[src/rtl/decode_queue.sv]
// decode_queue: instruction buffer plus RISC-V field decoder.
// (PC, instruction) pairs are accepted over a valid/ready handshake into a
// DEPTH-entry FIFO. The head entry is decoded and loaded into a registered
// output stage that has its own valid/ready handshake.
//
// Ports:
//   Clock, Reset        rising-edge clock, asynchronous active-high reset
//   In_Valid/In_Ready   input handshake; In_Ready depends only on Count/Reset
//   PC, Instruction     input pair
//   Flush               synchronous discard of FIFO contents and Out_Valid
//   Out_Valid/Out_Ready output handshake
//   Out_PC, Control, Read_Register_1/2, Write_Register, Funct3, Funct7,
//   Imm, Illegal        registered decode of the head instruction
//   Count               FIFO occupancy, not counting the output register
module decode_queue #(
    parameter int unsigned XLEN  = 32,
    parameter int unsigned DEPTH = 4
) (
    input  logic                     Clock,
    input  logic                     Reset,
    input  logic                     In_Valid,
    output logic                     In_Ready,
    input  logic [XLEN-1:0]          PC,
    input  logic [XLEN-1:0]          Instruction,
    input  logic                     Flush,
    output logic                     Out_Valid,
    input  logic                     Out_Ready,
    output logic [XLEN-1:0]          Out_PC,
    output logic [6:0]               Control,
    output logic [4:0]               Read_Register_1,
    output logic [4:0]               Read_Register_2,
    output logic [4:0]               Write_Register,
    output logic [2:0]               Funct3,
    output logic [6:0]               Funct7,
    output logic [XLEN-1:0]          Imm,
    output logic                     Illegal,
    output logic [$clog2(DEPTH):0]   Count
);

    localparam int unsigned PW = $clog2(DEPTH);
    localparam int unsigned CW = PW + 1;

    localparam logic [6:0] OP_LOAD   = 7'b0000011;
    localparam logic [6:0] OP_IMM    = 7'b0010011;
    localparam logic [6:0] OP_JALR   = 7'b1100111;
    localparam logic [6:0] OP_STORE  = 7'b0100011;
    localparam logic [6:0] OP_BRANCH = 7'b1100011;
    localparam logic [6:0] OP_LUI    = 7'b0110111;
    localparam logic [6:0] OP_AUIPC  = 7'b0010111;
    localparam logic [6:0] OP_JAL    = 7'b1101111;
    localparam logic [6:0] OP_OP     = 7'b0110011;
    localparam logic [6:0] OP_SYSTEM = 7'b1110011;
    localparam logic [6:0] OP_FENCE  = 7'b0001111;

    logic [XLEN-1:0] pc_mem  [DEPTH];
    logic [31:0]     ins_mem [DEPTH];
    logic [PW-1:0]   wr_ptr;
    logic [PW-1:0]   rd_ptr;
    logic            push;
    logic            load;
    logic [31:0]     head_ins;
    logic [31:0]     head_imm;
    logic            head_ill;

    // Full FIFO refuses input even if the head is popped this cycle.
    assign In_Ready = (Count < CW'(DEPTH)) && !Reset;
    assign push     = In_Valid && In_Ready && !Flush;
    assign load     = (Count != '0) && (!Out_Valid || Out_Ready) && !Flush;
    assign head_ins = ins_mem[rd_ptr];

    // Immediate generation and legality check for the FIFO head.
    always_comb begin
        head_imm = '0;
        head_ill = 1'b0;
        case (head_ins[6:0])
            OP_LOAD, OP_IMM, OP_JALR:
                head_imm = {{20{head_ins[31]}}, head_ins[31:20]};
            OP_STORE:
                head_imm = {{20{head_ins[31]}}, head_ins[31:25], head_ins[11:7]};
            OP_BRANCH:
                head_imm = {{19{head_ins[31]}}, head_ins[31], head_ins[7],
                            head_ins[30:25], head_ins[11:8], 1'b0};
            OP_LUI, OP_AUIPC:
                head_imm = {head_ins[31:12], 12'b0};
            OP_JAL:
                head_imm = {{11{head_ins[31]}}, head_ins[31], head_ins[19:12],
                            head_ins[20], head_ins[30:21], 1'b0};
            OP_OP, OP_SYSTEM, OP_FENCE:
                head_imm = '0;
            default:
                head_ill = 1'b1;
        endcase
        if (head_ins[1:0] != 2'b11) begin
            head_ill = 1'b1;
            head_imm = '0;
        end
    end

    // FIFO storage; contents need no reset since Count gates every read.
    always_ff @(posedge Clock) begin
        if (push) begin
            pc_mem[wr_ptr]  <= PC;
            ins_mem[wr_ptr] <= Instruction[31:0];
        end
    end

    // Pointers and occupancy; pointers wrap naturally at DEPTH.
    always_ff @(posedge Clock or posedge Reset) begin
        if (Reset) begin
            wr_ptr <= '0;
            rd_ptr <= '0;
            Count  <= '0;
        end else if (Flush) begin
            wr_ptr <= '0;
            rd_ptr <= '0;
            Count  <= '0;
        end else begin
            if (push) wr_ptr <= wr_ptr + PW'(1);
            if (load) rd_ptr <= rd_ptr + PW'(1);
            Count <= Count + CW'(push) - CW'(load);
        end
    end

    // Output stage; data fields only move on a load, so Flush leaves them.
    always_ff @(posedge Clock or posedge Reset) begin
        if (Reset) begin
            Out_Valid       <= 1'b0;
            Out_PC          <= '0;
            Control         <= '0;
            Read_Register_1 <= '0;
            Read_Register_2 <= '0;
            Write_Register  <= '0;
            Funct3          <= '0;
            Funct7          <= '0;
            Imm             <= '0;
            Illegal         <= 1'b0;
        end else if (Flush) begin
            Out_Valid <= 1'b0;
        end else if (load) begin
            Out_Valid       <= 1'b1;
            Out_PC          <= pc_mem[rd_ptr];
            Control         <= head_ins[6:0];
            Read_Register_1 <= head_ins[19:15];
            Read_Register_2 <= head_ins[24:20];
            Write_Register  <= head_ins[11:7];
            Funct3          <= head_ins[14:12];
            Funct7          <= head_ins[31:25];
            Imm             <= XLEN'($signed(head_imm));
            Illegal         <= head_ill;
        end else if (Out_Ready) begin
            Out_Valid <= 1'b0;
        end
    end

endmodule

[config.mk]
export PLATFORM = sky130hd
export DESIGN_NAME = decode_queue
export DESIGN_NICKNAME = d
export VERILOG_FILES = /design/src/rtl/decode_queue.sv
export SDC_FILE = /design/constraint.sdc
export NUM_CORES = 1
export LEC_CHECK = 0
export BUFFER_PORTS_ARGS = -buffer_cell sky130_fd_sc_hd__buf_2
export CELL_PAD_IN_SITES_DETAIL_PLACEMENT = 1
export CELL_PAD_IN_SITES_GLOBAL_PLACEMENT = 1
export CORE_MARGIN = 3
export CORE_UTILIZATION = 40
export CTS_CLUSTER_DIAMETER = 40
export DETAILED_ROUTE_END_ITERATION = 6
export PLACE_DENSITY = 0.63
export RECOVER_POWER = 50
export SKIP_LAST_GASP = 1
export SLEW_MARGIN = 20
export SYNTH_ARGS = -nofsm -noshare
export SYNTH_HDL_FRONTEND = slang
export SYNTH_SLANG_ARGS = --single-unit
[constraint.sdc]
create_clock -name Clock -period 3.63 [get_ports Clock]
set_clock_uncertainty 0.05 [all_clocks]
set_input_delay 0.363 -clock Clock [delete_from_list [all_inputs] [get_ports Clock]]
set_output_delay 0.363 -clock Clock [all_outputs]
set_load 0.05 [all_outputs]
==> metrics <==
status finished, violations left; violated checks capacitance limit, slew limit; Slowest cell on crit path dfrtp_4; CP bufs+invs 0; setup TNS 0 ns; startpoint of the worst hold path Flush; Clock Sinks 361; sequential share of the synthesized area 75.9%; Placed Cells 1381; unrepaired setup endpoints after global routing false; Synth Cell Area 13600 um2; Gate Count Post-Synth 794; Max IR drop VDD 417 uV; EDFF count, synth 256; Reg2Reg Setup Slack 0.66 ns; share of cells above drive strength 1 21.2%; Final Hold Vio Count 0; Hold Path Class input port to flip-flop; post-route cell area 17200 um2; total CTS buffers 52; final slew viol count 73; crit start category flip-flop; total power 14.1 mW; kind of critical path flip-flop to flip-flop; Final setup viols 0; GR Overflow Total 0; row count 66; Core ar. 33000 um2; Slew HR -20.1%; Antenna Nets Post-Route 0; DR iter-0 viols 466; synth-to-layout area growth 26.8%; Pre-Repair DR Iteration Count 4; Critical R2R Launch rd_ptr[1]$_DFFE_PP0P_; Core Util, Final 52.2%; effective utilization at floorplan 41.1%; initial antenna violation count 1; area of the multi-input gates 3080 um2; Synth top area share 56.6%; chip height 190 um; pre-CTS setup slack 0.711 ns; min Tclk post-route 2.97 ns; all-layer global routing usage 18.3%; CTS root buffer clkbuf_16; syn nets 870; first-pass GRT wire length 50900 um; crit-path max FO 28; WL per Instance 21.1 um; width of the die 190 um; CP cell instances mux4_2 -> or3b_1 -> or2_1 -> nor2_1 -> a221o_1; internal power 9.04 mW; Critical Path RT 4.07 ns; non-filler cells, final 1542; vias 7814; DP Area 15000 um2; slowest stage delay, CP 0.72 ns; PD cells 816 nW/um2; Sequential Power Share 37.4%; achievable clock frequency 336 MHz; Synth area leaders edfxtp_1 (57%), dfrtp_1 (19%), mux4_2 (11%); hold_ws 0.0686 ns; Reg area 10300 um2; Total Wirelength 32500 um; Clock Pin Slew Worst Setup and Hold Paths 0.06 ns; vias in the first global route 8745; CTS tree yes; Port Buffers 170; Longest Clk Path Bufs 3; final worst setup slack 0.656 ns; Resize count post-CTS 0; area leader, netlist edfxtp_1; clock network power share 34.9%; reported net switching power 5.03 mW; switching share of power 35.7%; combinational power share 27.7%; maxcap violations 1; Synth Area per Inst 17.1 um2; cell family with most CP delay simple AND/OR/NAND/NOR gates; FFs w/ async S/R, synth 29.1%; number of synthesized register bits 361; worst setup path start rd_ptr[1]$_DFFE_PP0P_; Synth Flop Type edfxtp_1; Via density 5.07; Die Area 36200 um2; Post-DP HPWL 19900 um; largest net degree at the start of global routing 73; nets 1134; Yosys warning total 0; Final Cycle Share 81.9%; gpl congestion 0.801; Clk Latency, worst-skew pair 0.55 ns; Worst EP arrival 3.41 ns; I/O pin count 171; Static Leak 6.46 nW; CTS H-tree lvls 2; Residual DRC 0; crit path capture type flip-flop; Least-Margin Pin Slew 1.80 ns; # fillers 3204; Yosys cell types 47
state kept, by name (all words and copies together) (netlist names), 7 cells and up:
register  flops
ins_mem     128
pc_mem      128
Imm          32
Out_PC       32
Control       7
Funct7        7
cell families after synthesis:
kind of cell,after synthesis,synth area share (%)
AO/OA/AOI/OAI,62,3.44
XOR/XNOR,5,0.322
adder cells (fa/ha/maj),7,0.700
buffers and inverters,47,1.48
flip-flops,361,75.9
multiplexers,64,10.6
AND/OR/NAND/NOR,248,7.51
placed cells by master, fill, tap and decap left out, types with 5 or more instances in the layout:
cell	count
buf_4	9
mux4_2	64
and2_4	5
a22o_1	8
inv_6	5
o21ai_1	12
clkinv_2	6
nor2_1	15
nor2b_1	6
ha_1	6
dfrtp_1	103
buf_2	57
nand2_1	204
inv_1	6
clkbuf_16	53
clkinvlp_4	6
clkinv_1	6
a21oi_1	13
a221o_1	11
dlygate4sd3_1	65
edfxtp_1	256
clkbuf_1	118
final timing paths:
check | to | depth (start not counted)
max | Imm[23]$_DFFE_PP0P_ | 5
min | Count[2]$_DFF_PP0_ | 2
max reg2reg | Imm[23]$_DFFE_PP0P_ | 5
min reg2reg | Write_Register[1]$_DFFE_PP0P_ | 2
max in group asynchronous | Funct3[1]$_DFFE_PP0P_ | 4
min in group asynchronous | Control[5]$_DFFE_PP0P_ | 3
layout make-up:
type / instances / share of cell area, %
Timing Repair Buffer: 249 / 8.78
Inverter: 8 / 0.196
Multi-Input combinational cell: 386 / 17.9
Clock buffer: 61 / 8.05
Tap cell: 442 / 3.21
Clock inverter: 34 / 1.94
Sequential cell: 361 / 59.9
Antenna cell: 1 / 0.0145
routing by layer:
| metal | up-vias | wire [um] | track usage [%] |
|---|---|---|---|
| met3 | 52 | 1680 | 3.68 |
| met2 | 191 | 15800 | 30.3 |
| met4 | 0 | 567 | 4.43 |
| met5 | - | 0 | 0 |
| li1 | 3515 | - | - |
| met1 | 4056 | 14500 | 25.2 |
Yosys cell counts (2+ instances only):
library cell,instances
nand2b_1,2
a21o_1,2
nor2b_1,6
clkbuf_1,22
ha_1,6
xnor2_1,3
mux4_2,64
a22oi_1,4
o21ai_1,12
nand2_1,204
nor2_1,15
buf_6,2
buf_1,7
nand4b_1,3
and2_1,5
edfxtp_1,256
a22o_1,8
a21oi_1,13
inv_1,8
a221o_1,11
dfrtp_1,105
buf_2,8
nor3b_1,2
nand3_1,2
xor2_1,2
power groups by stage:
stage	logic [mW]	registers [mW]	clock network, mW
2_1_floorplan	1.57	6.63	0
3_3_place_gp	3.91	5.32	0
3_5_place_dp	3.95	5.33	0
4_1_cts	4.02	5.26	5.03
5_1_grt	4.20	5.33	5.22
6_report	3.89	5.26	4.91
what timing repair did:
action                                  CTS  global route
endpoints found under the hold margin   256            36
hold buffers                             64             1
endpoints found under the setup margin    0             0
setup buffers                             0             0
Note: power is estimated with default switching activity, not from simulation.
